**src/rtl/serial_pkg.sv**
```systemverilog
// Shared types and constants for the bit-serial adder/subtractor.
// State encodings and mode bit values are fixed so that other blocks can decode them.
package serial_pkg;

  typedef enum logic [1:0] {
    IDLE = 2'b00,
    RUN  = 2'b01,
    DONE = 2'b10
  } state_t;

  localparam logic MODE_ADD = 1'b0;
  localparam logic MODE_SUB = 1'b1;

endpackage

```
**src/rtl/fa_bit.sv**
```systemverilog
// One-bit combinational full adder.
// It is the only arithmetic cell in the serial datapath.
module fa_bit (
  input  logic a,
  input  logic b,
  input  logic cin,
  output logic s,
  output logic cout
);

  assign s    = a ^ b ^ cin;
  assign cout = (a & b) | (a & cin) | (b & cin);

endmodule

```
**src/rtl/serial_addsub.sv**
```systemverilog
// Bit-serial WIDTH-bit adder/subtractor, LSB first, with a start/busy/done handshake.
// Subtraction is computed as a + ~b + 1 by preloading ~b and a carry of 1.
module serial_addsub
  import serial_pkg::*;
#(
  parameter int WIDTH = 8
) (
  input  logic             clk,
  input  logic             rst_n,
  input  logic             start,
  input  logic             sub,
  input  logic [WIDTH-1:0] a,
  input  logic [WIDTH-1:0] b,
  output logic             busy,
  output logic             done,
  output logic [WIDTH-1:0] result,
  output logic             c_out,
  output logic             ovf
);

  localparam int CW = $clog2(WIDTH);

  state_t           state;
  state_t           next_state;
  logic [WIDTH-1:0] a_sh;
  logic [WIDTH-1:0] b_sh;
  logic [WIDTH-1:0] res_sh;
  logic [WIDTH-1:0] res_next;
  logic             carry;
  logic [CW-1:0]    cnt;
  logic             sum_bit;
  logic             carry_nxt;
  logic             last_bit;

  fa_bit u_fa (
    .a    (a_sh[0]),
    .b    (b_sh[0]),
    .cin  (carry),
    .s    (sum_bit),
    .cout (carry_nxt)
  );

  assign last_bit = (cnt == CW'(WIDTH - 1));
  assign res_next = {sum_bit, res_sh[WIDTH-1:1]};

  always_comb begin
    next_state = state;
    case (state)
      IDLE:    if (start) next_state = RUN;
      RUN:     if (last_bit) next_state = DONE;
      DONE:    next_state = IDLE;
      default: next_state = IDLE;
    endcase
  end

  always_ff @(posedge clk or negedge rst_n) begin
    if (!rst_n) begin
      state <= IDLE;
      busy  <= 1'b0;
      done  <= 1'b0;
    end else begin
      state <= next_state;
      busy  <= (next_state == RUN);
      done  <= (next_state == DONE);
    end
  end

  // Output registers load only on the final bit, so they hold through later RUNs.
  always_ff @(posedge clk or negedge rst_n) begin
    if (!rst_n) begin
      a_sh   <= '0;
      b_sh   <= '0;
      res_sh <= '0;
      carry  <= 1'b0;
      cnt    <= '0;
      result <= '0;
      c_out  <= 1'b0;
      ovf    <= 1'b0;
    end else begin
      case (state)
        IDLE: begin
          if (start) begin
            a_sh  <= a;
            b_sh  <= (sub == MODE_SUB) ? ~b : b;
            carry <= sub;
            cnt   <= '0;
          end
        end
        RUN: begin
          res_sh <= res_next;
          a_sh   <= a_sh >> 1;
          b_sh   <= b_sh >> 1;
          carry  <= carry_nxt;
          cnt    <= cnt + CW'(1);
          if (last_bit) begin
            result <= res_next;
            c_out  <= carry_nxt;
            ovf    <= carry ^ carry_nxt;
          end
        end
        default: ;
      endcase
    end
  end

endmodule
```
**config.mk**
```make
export PLATFORM = sky130hd
export DESIGN_NAME = serial_addsub
export DESIGN_NICKNAME = d
export VERILOG_FILES = /design/src/rtl/serial_pkg.sv /design/src/rtl/fa_bit.sv /design/src/rtl/serial_addsub.sv
export SDC_FILE = /design/constraint.sdc
export NUM_CORES = 1
export LEC_CHECK = 0
export CAP_MARGIN = 20
export CORE_UTILIZATION = 51
export CTS_CLUSTER_DIAMETER = 150
export CTS_CLUSTER_SIZE = 12
export DETAILED_ROUTE_END_ITERATION = 8
export PLACE_DENSITY = 0.78
export SLEW_MARGIN = 0
export SYNTH_ARGS = -nofsm -noshare
export SYNTH_HDL_FRONTEND = slang
export SYNTH_SLANG_ARGS = --single-unit
```
**constraint.sdc**
```tcl
create_clock -name clk -period 2.05 [get_ports clk]
set_input_delay 0.41 -clock clk [delete_from_list [all_inputs] [get_ports clk]]
set_output_delay 0.41 -clock clk [all_outputs]
set_load 0.005 [all_outputs]
```
==> impl_metrics.ini <==
[route]
dr_wl_met2_um = 1700
wl_met3_um = 108
highest_layer = met4
first_pass_iters = 4
drtIter0Drc = 46
antenna_left = 0
wl_met1_um = 1480
drc = 0
viasPerCell = 5.34
drt_wl_total_um = 3320
vias = 1250
post_drt_wl_per_cell_um = 14.2

[worst_setup_path]
max_stage_delay_ns = 0.41
cp.buffers_inverters = 0
worstPathArrival_ns = 1.88
worst-setup-path-type = reg2reg
critical_path.startpoint_type = register
end_kind = register
path_max_fanout = 13
cp.required_ns = 2.28
path_common_cell = ha_1
slowest_stage = dfrtp_1
cp_cell_sequence = ha_1 -> ha_1 -> nand3b_2 -> mux2_2
cp_top_family = adder cells

[synthesis]
synth_area_um2 = 1820
synthTopCellsByArea = dfrtp_1 56%, nand2_1 6.8%, mux2_4 5.0%
netlist.area_leader.share_pct = 56.5
ys_ff_latch = 41
yosysTopAreaCell = dfrtp_1
synthCells = 154
yosys_warnings = 0
syn_nets = 177
syn_avg_cell_area_um2 = 11.8
synth.distinct_cells = 26
synth.yosys.seq_area_share_pct = 56.5

[sta]
post-route-period-util_pct = 80.6
slew_headroom_pct = 60.6
rsz0062_at_grt = no
skew_ns = 0.00789
hold_viol_final = 0
fin_crit_ns = 1.65
finalSetupTns_ns = 0
maxSlewViolCount = 0
fmax_mhz = 605
fin_hold_ws_ns = 0.0221
finalSetupViolCount = 0
tightest_slew_ns = 0.590

[grt]
antenna_found_initial = 0
grt_max_degree = 42
grt_pass1_vias = 1182
grt_pass1_wl_um = 5350
gr-total-overflow = 0
track_usage_pct = 20.0

[power]
p_int_mw = 1.92
p_leak_nw = 1.08
power.density_nw_per_um2 = 1260
p_sw_mw = 0.911
switching_share_pct = 32.1
pwr-share-seq_pct = 47.5
p_comb_share_pct = 36.8
ir_worst_vdd_v = 0.000577
p_clk_share_pct = 15.7

[floorplanning]
rows = 21
start_util_pct = 54.0
die_w_um = 61.7
fp.dieH_um = 61.7
dieArea_um2 = 3810
pin_count = 32
core_area_um2 = 3360

[min_path]
min_path_type = in2async

[layout]
layout_common_cells = 41 x dfrtp_1, 33 x nand2_1, 30 x clkdlybuf4s50_1, 10 x o21ai_0
area_delta_synth_final_pct = 23.6
drive_above_1_share_pct = 13.8
utilization_pct = 66.7
layout_commonest_cell = dfrtp_1
nFillCells = 293
nets = 210
regArea_um2 = 1030
multi_input_area_um2 = 717
diodes = 0

[cts]
cts_root_buf = clkbuf_4
cts_resized = 0
worstSkewPairLatency_ns = 0.34
htree_levels = 2
cts_made_buffers = 5
cts_hold_buf = 0
cts_tree = built
ctsLongestPathBuffers = 2
clock_sinks = 41
clk_pin_slew_ns = 0.11
postCtsSetupBuffers = 0

[placed_design]
place_hpwl_um = 2510
place_congestion = 0.766
portBuffers = 31

[run]
cap_violations = 0

[run_status]
outcome = completed
[flip-flops by register name, summed over array words and instances (netlist names)]
register and count:
a_sh 8, b_sh 8, result 8, res_sh 7, cnt 3, state 2, busy 1, c_out 1
carry 1, done 1, ovf 1
[final cells by class]
| class | count | share of cell area, % |
|---|---|---|
| Tap cell | 46 | 2.56 |
| Clock buffer | 7 | 2.90 |
| Sequential cell | 41 | 45.7 |
| Clock inverter | 1 | 0.223 |
| Inverter | 3 | 0.502 |
| Multi-Input combinational cell | 99 | 31.9 |
| Timing Repair Buffer | 37 | 16.2 |
[cells by family (layout without fill, tap and decap cells)]
logic type               count (synthesis)  count (layout)  share of synthesized area [%]
buffers and inverters                   14              48                           4.06
flip-flops                              41              41                           56.5
multiplexers                             9               9                           6.82
XOR/XNOR                                 9               9                           4.34
AND/OR/NAND/NOR                         45              45                           12.7
AO/OA/AOI/OAI                           33              33                           13.1
adder cells (fa/ha/maj)                  3               3                           2.48
[metrics by stage]
| step | instance area [um^2] | total power, mW | setup WS [ns] | instances |
|---|---|---|---|---|
| floorplan | 1820 | 1.99 | 0.576 | 154 |
| global placement | 2170 | 2.32 | 0.321 | 226 |
| detailed placement | 2170 | 2.42 | 0.240 | 226 |
| CTS | 2240 | 2.86 | 0.378 | 234 |
| global route | 2240 | 3.05 | 0.288 | 234 |
| finish | 2240 | 2.83 | 0.398 | 234 |
[Yosys cell counts]
cell and count:
a2bb2oi_1 1, buf_4 2, a21oi_1 2, fa_1 1
ha_1 2, buf_6 1, nand3b_2 1, xnor2_1 1
nor3_4 1, mux2_4 6, a221o_1 7, a22o_1 3
o21ai_0 10, dfrtp_1 41, clkbuf_1 3, inv_1 3
buf_2 5, mux2_2 3, nand2_1 33, nor2b_1 2
xor2_1 8, o21ai_1 1, o21bai_1 1, and3b_1 7
nand2b_1 1, a22oi_1 8
[worst reg2reg max path, delay by kind of cell, from the launching register on]
family	cells	cell delay, ns
fa+ha+maj	2	0.42
simple gates	1	0.33
flops	1	0.41
mux	1	0.38
[worst paths after layout]
| path | start | end | slack, ns | cells after the start |
|---|---|---|---|---|
| worst max-delay path | cnt[0] | result[3] | 0.40 | 4 |
| worst min-delay path | rst_n | result[1] | 0.02 | 2 |
| worst max register to register | cnt[0] | result[3] | 0.40 | 4 |
| worst min register to register | res_sh[1] | res_sh[1] | 0.48 | 2 |
| max in group asynchronous | rst_n | cnt[1] | 1.84 | 2 |
| min in group clk | res_sh[1] | res_sh[1] | 0.48 | 2 |
[power by group through the flow]
stage               Combinational [mW]  Sequential, mW  Clock [mW]
floorplan                        0.696            1.30           0
global placement                 0.990            1.33           0
detailed placement                1.06            1.36           0
CTS                               1.06            1.35       0.458
global route                      1.16            1.39       0.497
finish                            1.04            1.35       0.446
[routing by layer]
metal  up-vias  global-route usage [%]
met5         -                       0
met1       619                    23.2
met4         0                    6.98
li1        600                       -
met3         4                    5.67
met2        27                    35.3
Note: power is estimated with default switching activity, not from simulation.
